$ cat config.mk
export PLATFORM = sky130hd
export DESIGN_NAME = uart_tx_frame
export DESIGN_NICKNAME = d
export VERILOG_FILES = /design/src/rtl/uart_pkg.sv /design/src/rtl/uart_bit_timer.sv /design/src/rtl/uart_tx_frame.sv
export SDC_FILE = /design/constraint.sdc
export NUM_CORES = 1
export LEC_CHECK = 0
export CELL_PAD_IN_SITES_DETAIL_PLACEMENT = 1
export CELL_PAD_IN_SITES_GLOBAL_PLACEMENT = 1
export CORE_AREA = 3 3 66 49
export CTS_BUF_LIST = sky130_fd_sc_hd__clkbuf_8
export DETAILED_ROUTE_END_ITERATION = 6
export DIE_AREA = 0 0 69 52
export GPL_TIMING_DRIVEN = 0
export PLACE_DENSITY_LB_ADDON = 0.1
export SYNTH_ARGS = -nofsm -noshare
export SYNTH_HDL_FRONTEND = slang
export SYNTH_SLANG_ARGS = --single-unit
$ cat constraint.sdc
create_clock -name clock -period 5.75 [get_ports clock]
set_input_delay 1.725 -clock clock [delete_from_list [all_inputs] [get_ports clock]]
set_output_delay 1.725 -clock clock [all_outputs]
set_load 0.01 [all_outputs]
$ cat src/rtl/uart_pkg.sv
// Shared UART definitions: parity modes and transmitter state encoding.
// The future receiver imports the same package.
package uart_pkg;

  typedef enum logic [1:0] {
    PAR_NONE = 2'd0,
    PAR_ODD  = 2'd1,
    PAR_EVEN = 2'd2
  } parity_e;

  // S_ prefix keeps these names clear of the PARITY parameter of the transmitter.
  typedef enum logic [2:0] {
    S_IDLE   = 3'd0,
    S_START  = 3'd1,
    S_DATA   = 3'd2,
    S_PARITY = 3'd3,
    S_STOP   = 3'd4
  } tx_state_e;

endpackage

$ cat src/rtl/uart_bit_timer.sv
// Bit-period timer: counts 0..CLKS_PER_BIT-1 and wraps.
// tick is high during the last cycle of a bit period, so the owner advances on the wrap edge.
// pre_tick is high one cycle earlier, which lets the owner raise a registered flag on the wrap cycle itself.
module uart_bit_timer #(
  parameter int CLKS_PER_BIT = 434
) (
  input  logic clock,
  input  logic reset_n,
  input  logic clear,
  output logic tick,
  output logic pre_tick
);

  localparam int CNT_W = (CLKS_PER_BIT > 2) ? $clog2(CLKS_PER_BIT) : 1;
  localparam logic [CNT_W-1:0] CNT_LAST = CNT_W'(CLKS_PER_BIT - 1);
  localparam logic [CNT_W-1:0] CNT_PRE  = CNT_W'(CLKS_PER_BIT - 2);

  logic [CNT_W-1:0] cnt_q;
  logic [CNT_W-1:0] cnt_d;

  // Next count: restart on clear, wrap at the end of the period, otherwise increment.
  always_comb begin
    cnt_d = cnt_q + CNT_W'(1);
    if (clear || (cnt_q == CNT_LAST)) begin
      cnt_d = '0;
    end
  end

  // Period counter register.
  always_ff @(posedge clock) begin
    if (!reset_n) begin
      cnt_q <= '0;
    end else begin
      cnt_q <= cnt_d;
    end
  end

  assign tick     = (cnt_q == CNT_LAST);
  assign pre_tick = (cnt_q == CNT_PRE);

endmodule

$ cat src/rtl/uart_tx_frame.sv
// Parametrised UART transmitter: one word per valid/ready handshake is sent as
// start bit, DATA_BITS data bits LSB first, optional parity bit and 1 or 2 stop bits,
// each bit held for CLKS_PER_BIT clocks. tx_ready rises in the last cycle of the
// final stop bit so a new word can be accepted on the edge that ends the frame.
module uart_tx_frame
  import uart_pkg::*;
#(
  parameter int      CLKS_PER_BIT = 434,
  parameter int      DATA_BITS    = 8,
  parameter parity_e PARITY       = PAR_NONE,
  parameter int      STOP_BITS    = 1
) (
  input  logic                 clock,
  input  logic                 reset_n,
  input  logic                 tx_valid,
  output logic                 tx_ready,
  input  logic [DATA_BITS-1:0] tx_data,
  output logic                 tx,
  output logic                 busy
);

  localparam int BI_W = $clog2(DATA_BITS + 1);

  localparam logic [2:0] ST_IDLE   = S_IDLE;
  localparam logic [2:0] ST_START  = S_START;
  localparam logic [2:0] ST_DATA   = S_DATA;
  localparam logic [2:0] ST_PARITY = S_PARITY;
  localparam logic [2:0] ST_STOP   = S_STOP;

  localparam logic [BI_W-1:0] BIT_LAST  = BI_W'(DATA_BITS - 1);
  localparam logic            STOP_LAST = 1'(STOP_BITS - 1);

  if (CLKS_PER_BIT < 2) begin : g_bad_clks_per_bit
    $error("uart_tx_frame: CLKS_PER_BIT must be >= 2");
  end
  if ((DATA_BITS < 5) || (DATA_BITS > 9)) begin : g_bad_data_bits
    $error("uart_tx_frame: DATA_BITS must be in 5..9");
  end
  if ((STOP_BITS != 1) && (STOP_BITS != 2)) begin : g_bad_stop_bits
    $error("uart_tx_frame: STOP_BITS must be 1 or 2");
  end

  // Parity over the latched word; even mode makes the total count of ones even.
  function automatic logic calc_parity(input logic [DATA_BITS-1:0] d);
    case (PARITY)
      PAR_EVEN: return ^d;
      PAR_ODD:  return ~^d;
      default:  return 1'b0;
    endcase
  endfunction

  logic [2:0]           state_q,    state_d;
  logic [DATA_BITS-1:0] shift_q,    shift_d;
  logic [BI_W-1:0]      bit_idx_q,  bit_idx_d;
  logic                 stop_idx_q, stop_idx_d;
  logic                 parity_q,   parity_d;
  logic                 tx_q,       tx_d;
  logic                 tx_ready_q, tx_ready_d;
  logic                 busy_q,     busy_d;

  logic accept;
  logic timer_clear;
  logic bit_tick;
  logic bit_pre_tick;
  logic last_stop;

  assign accept      = tx_valid && tx_ready_q;
  // Hold the timer at zero while idle and restart it on every accepted word,
  // so the start bit always lasts exactly one full period from the handshake edge.
  assign timer_clear = accept || (state_q == ST_IDLE);
  assign last_stop   = (stop_idx_q == STOP_LAST);

  uart_bit_timer #(
    .CLKS_PER_BIT(CLKS_PER_BIT)
  ) u_bit_timer (
    .clock   (clock),
    .reset_n (reset_n),
    .clear   (timer_clear),
    .tick    (bit_tick),
    .pre_tick(bit_pre_tick)
  );

  // Frame sequencing: an accepted word always wins and starts a new frame,
  // otherwise the current state advances on the bit-period wrap.
  always_comb begin
    state_d    = state_q;
    shift_d    = shift_q;
    bit_idx_d  = bit_idx_q;
    stop_idx_d = stop_idx_q;
    parity_d   = parity_q;
    tx_d       = tx_q;
    tx_ready_d = tx_ready_q;
    busy_d     = busy_q;

    if (accept) begin
      state_d    = ST_START;
      shift_d    = tx_data;
      parity_d   = calc_parity(tx_data);
      bit_idx_d  = '0;
      stop_idx_d = 1'b0;
      tx_d       = 1'b0;
      tx_ready_d = 1'b0;
      busy_d     = 1'b1;
    end else begin
      case (state_q)
        ST_IDLE: begin
          tx_d       = 1'b1;
          tx_ready_d = 1'b1;
          busy_d     = 1'b0;
        end
        ST_START: begin
          if (bit_tick) begin
            state_d   = ST_DATA;
            bit_idx_d = '0;
            tx_d      = shift_q[0];
            shift_d   = shift_q >> 1;
          end
        end
        ST_DATA: begin
          if (bit_tick) begin
            if (bit_idx_q == BIT_LAST) begin
              if (PARITY != PAR_NONE) begin
                state_d = ST_PARITY;
                tx_d    = parity_q;
              end else begin
                state_d    = ST_STOP;
                stop_idx_d = 1'b0;
                tx_d       = 1'b1;
              end
            end else begin
              bit_idx_d = bit_idx_q + BI_W'(1);
              tx_d      = shift_q[0];
              shift_d   = shift_q >> 1;
            end
          end
        end
        ST_PARITY: begin
          if (bit_tick) begin
            state_d    = ST_STOP;
            stop_idx_d = 1'b0;
            tx_d       = 1'b1;
          end
        end
        ST_STOP: begin
          // Raise ready one cycle before the frame ends so a waiting producer
          // handshakes exactly on the closing edge.
          if (bit_pre_tick && last_stop) begin
            tx_ready_d = 1'b1;
          end
          if (bit_tick) begin
            if (last_stop) begin
              state_d = ST_IDLE;
              tx_d    = 1'b1;
              busy_d  = 1'b0;
            end else begin
              stop_idx_d = stop_idx_q + 1'b1;
            end
          end
        end
        default: begin
          state_d    = ST_IDLE;
          tx_d       = 1'b1;
          tx_ready_d = 1'b1;
          busy_d     = 1'b0;
        end
      endcase
    end
  end

  // Control and output registers; reset abandons any frame in flight.
  always_ff @(posedge clock) begin
    if (!reset_n) begin
      state_q    <= ST_IDLE;
      bit_idx_q  <= '0;
      stop_idx_q <= 1'b0;
      tx_q       <= 1'b1;
      tx_ready_q <= 1'b1;
      busy_q     <= 1'b0;
    end else begin
      state_q    <= state_d;
      bit_idx_q  <= bit_idx_d;
      stop_idx_q <= stop_idx_d;
      tx_q       <= tx_d;
      tx_ready_q <= tx_ready_d;
      busy_q     <= busy_d;
    end
  end

  // Word and parity registers; only meaningful while a frame is in flight.
  always_ff @(posedge clock) begin
    shift_q  <= shift_d;
    parity_q <= parity_d;
  end

  assign tx       = tx_q;
  assign tx_ready = tx_ready_q;
  assign busy     = busy_q;

endmodule

==> flow_metrics.tcl <==
set metrics [dict create \
    min_path_type "reg2reg" \
    placed_area_mm2 0.00144 \
    root_buffer "clkbuf_8" \
    postCtsResizedCells 0 \
    clockPowerShare_pct 30.9 \
    die_area_mm2 0.00359 \
    worst-endpoint-arrival_ns 3.24 \
    clock_skew_ns 0.00654 \
    ios 14 \
    clkLatencyLatePin_ns 0.28 \
    vias_per_cell 5.48 \
    ys_ff_latch 27 \
    final_nets 161 \
    tightest_slew_ns 1.07 \
    finalMaxSlewViolations 0 \
    netlist_area_mm2 0.00127 \
    highest_layer "met4" \
    grt_first_pass_wirelength_mm 4.57 \
    antenna_found_initial 0 \
    cp_max_fo 10 \
    rsz0062_at_grt "false" \
    antenna-diode-count 0 \
    row_count 16 \
    post_cts_buffers 0 \
    start_util_pct 46.5 \
    yosys_warnings 0 \
    end_kind "flop" \
    timing.fmax_mhz 298 \
    vias 992 \
    dp_hpwl_mm 1.99 \
    core_mm2 0.00272 \
    areaGrowthSynthToFinish_pct 17.4 \
    finalWorstSetupSlack_ns 2.39 \
    ir_drop_mv 0.179 \
    cp_slowest_stage_delay_ns 0.53 \
    die_x_um 69 \
    period_share_pct 58.3 \
    relSlewSlack_pct 27.9 \
    grt_usage_pct 16.2 \
    drt_wl_total_mm 2.70 \
    wl_met3_um 103 \
    synthesis.nets 143 \
    crit_required_ns 5.63 \
    clock_path_buffers 2 \
    layout-drive-gt1-share_pct 11.0 \
    wire_per_inst_um 14.9 \
    cts_hold_buf 0 \
    remaining_drc_errors 0 \
    cts_tree "built" \
    cts_buffers 3 \
    setup_viol 0 \
    grt_pass1_vias 926 \
    avgSynthCellArea_um2 9.89 \
    pwr-share-comb_pct 9.3 \
    port_buffers 13 \
    maxCapViolations 0 \
    dr_wl_met2_mm 1.20 \
    worstSetupPathType "in2reg" \
    antenna_left 0 \
    crit_chain "clkdlybuf4s50_1, nand2_1, clkbuf_1, o21ai_0" \
    grt_max_degree 15 \
    p_sw_uw 78.7 \
    power.internal_uw 271 \
    die_h_um 52 \
    slowest_stage "o21ai_0" \
    outcome "completed" \
    htree_num_levels 1 \
    drt_iter0_markers 80 \
    drt-pass1-iter-count 4 \
    gp_congestion 0.809 \
    fillers 317 \
    dp.cells 177 \
    tns_ns 0 \
    met1_length_mm 1.37 \
    hold_viol_final 0 \
    synthCells 128 \
    p_leak_nw 0.487 \
    post-route-min-period_ns 3.36 \
    cts.sinks 27 \
    synth.distinct_cells 36 \
    cp-start-kind "input port" \
    power_frac_seq_pct 59.8 \
    clk_pin_slew_ns 0.09 \
    preCtsSetupSlack_ns 2.05 \
    final_area_mm2 0.00149 \
    synth-seq-area-share_pct 49.0 \
    sw_frac_of_total_pct 22.5 \
    overflow 0 \
    p_per_area_mw_per_mm2 235 \
    stdcell_count 181 \
]
path summary, 6_finish.rpt:
check | depth (start not counted) | endpoint | from | slack [ns]
worst max-delay path | 4 | shift_q[2]$_DFFE_PP_ | tx_valid | 2.39
worst min-delay path | 2 | busy$_SDFFE_PN0P_ | busy$_SDFFE_PN0P_ | 0.49
worst max register to register | 5 | shift_q[2]$_DFFE_PP_ | bit_idx_q[0]$_SDFFE_PP0P_ | 3.14
worst min register to register | 2 | busy$_SDFFE_PN0P_ | busy$_SDFFE_PN0P_ | 0.49
sequential cells by signal, indices dropped and copies added, names as in the netlist:
register and flops:
u_bit_timer.cnt_q 9, bit_idx_q 4, tx 1, state_q 3
busy 1, shift_q 8, tx_ready 1
area by class of cell:
class | instances | area, um^2 | area share (%)
Sequential cell | 27 | 621 | 41.8
Multi-Input combinational cell | 91 | 607 | 40.8
Timing Repair Buffer | 13 | 130 | 8.75
Tap cell | 36 | 45.0 | 3.03
Clock buffer | 3 | 41.3 | 2.78
Inverter | 6 | 22.5 | 1.52
Buffer | 4 | 16.3 | 1.09
Clock inverter | 1 | 3.75 | 0.253
metrics by stage:
stage | util [%] | hold slack, ns | power, mW
floorplan | - | 0.445 | 0.229
global placement | 52.9 | 0.464 | 0.244
detailed placement | 52.9 | 0.463 | 0.246
CTS | 54.6 | 0.487 | 0.353
global route | 54.6 | 0.544 | 0.365
finish | 54.6 | 0.486 | 0.349
cells by family (layout without fill, tap and decap cells):
logic type / Yosys count / in the layout / synth area share, %
adders and majority gates: 4 / 4 / 3.95
buffers and inverters: 10 / 27 / 3.06
DFF: 27 / 27 / 49.0
muxes: 7 / 7 / 6.23
and+or+nand+nor: 51 / 51 / 22.2
AOI/OAI and AO/OA: 22 / 22 / 10.7
xor gates and xnor gates: 7 / 7 / 4.84
worst max-delay path: cells and delay by family:
kind	cells	cell delay, ns
buffers and inverters	2	0.87
AOI/OAI and AO/OA	1	0.53
and+or+nand+nor	1	0.12
power groups by stage:
stage	combinational (mW)	sequential, mW	clock, mW
2_1_floorplan	0.0169	0.213	0
3_3_place_gp	0.0315	0.213	0
3_5_place_dp	0.0330	0.213	0
4_1_cts	0.0332	0.209	0.111
5_1_grt	0.0362	0.210	0.119
6_report	0.0326	0.209	0.108
layer usage:
layer  up-vias  global-route usage, %
li1        494                      -
met1       476                   22.4
met2        18                   24.5
met3         4                   4.83
met4         0                   4.87
met5         -                      0
cells in the final DEF (no fill, tap or decap):
cell	synthesis	routed
buf_2	1	1
nand2b_1	2	2
o31ai_1	2	2
edfxtp_1	8	8
nor3_1	1	1
o21ai_0	6	6
xor2_1	2	2
or3_1	2	2
or3_2	1	1
and3_1	1	1
clkbuf_1	3	3
inv_1	6	7
clkbuf_8	0	3
nor4bb_1	1	1
nand3_1	5	5
a31oi_1	2	2
o311ai_0	2	2
clkdlybuf4s50_1	0	13
nor2_1	16	16
a21oi_1	7	7
nand2_1	10	10
or4b_1	1	1
ha_1	4	4
a211oi_1	1	1
o211ai_1	1	1
xnor2_1	5	5
or4bb_2	1	1
or4b_2	1	1
mux2_2	7	7
and2_1	1	1
nand4_1	1	1
o311a_1	1	1
and4bb_2	1	1
or4_1	3	3
and4b_1	1	1
or2b_1	1	1
and2_2	1	1
dfxtp_1	19	19
Yosys cell counts (all sizes together):
cell type	instances	area share (%)
and4bb	1	0.99
or4bb	1	0.99
or4b	2	1.6
mux2	7	6.2
nor3	1	0.39
inv	6	1.8
o31ai	2	1.2
buf	1	0.39
o311a	1	0.79
xnor2	5	3.5
and2	2	1.1
o311ai	2	1.4
nand4	1	0.49
and3	1	0.49
nand2	10	3.0
o21ai	6	2.4
dfxtp	19	30
or4	3	1.8
a211oi	1	0.59
o211ai	1	0.59
edfxtp	8	19
ha	4	4.0
or2b	1	0.59
clkbuf	3	0.89
a21oi	7	2.8
nand2b	2	0.99
nand3	5	2.0
a31oi	2	0.99
nor2	16	4.7
nor4bb	1	0.79
and4b	1	0.79
xor2	2	1.4
or3	3	1.6
Power figures use the tool's default switching activity.
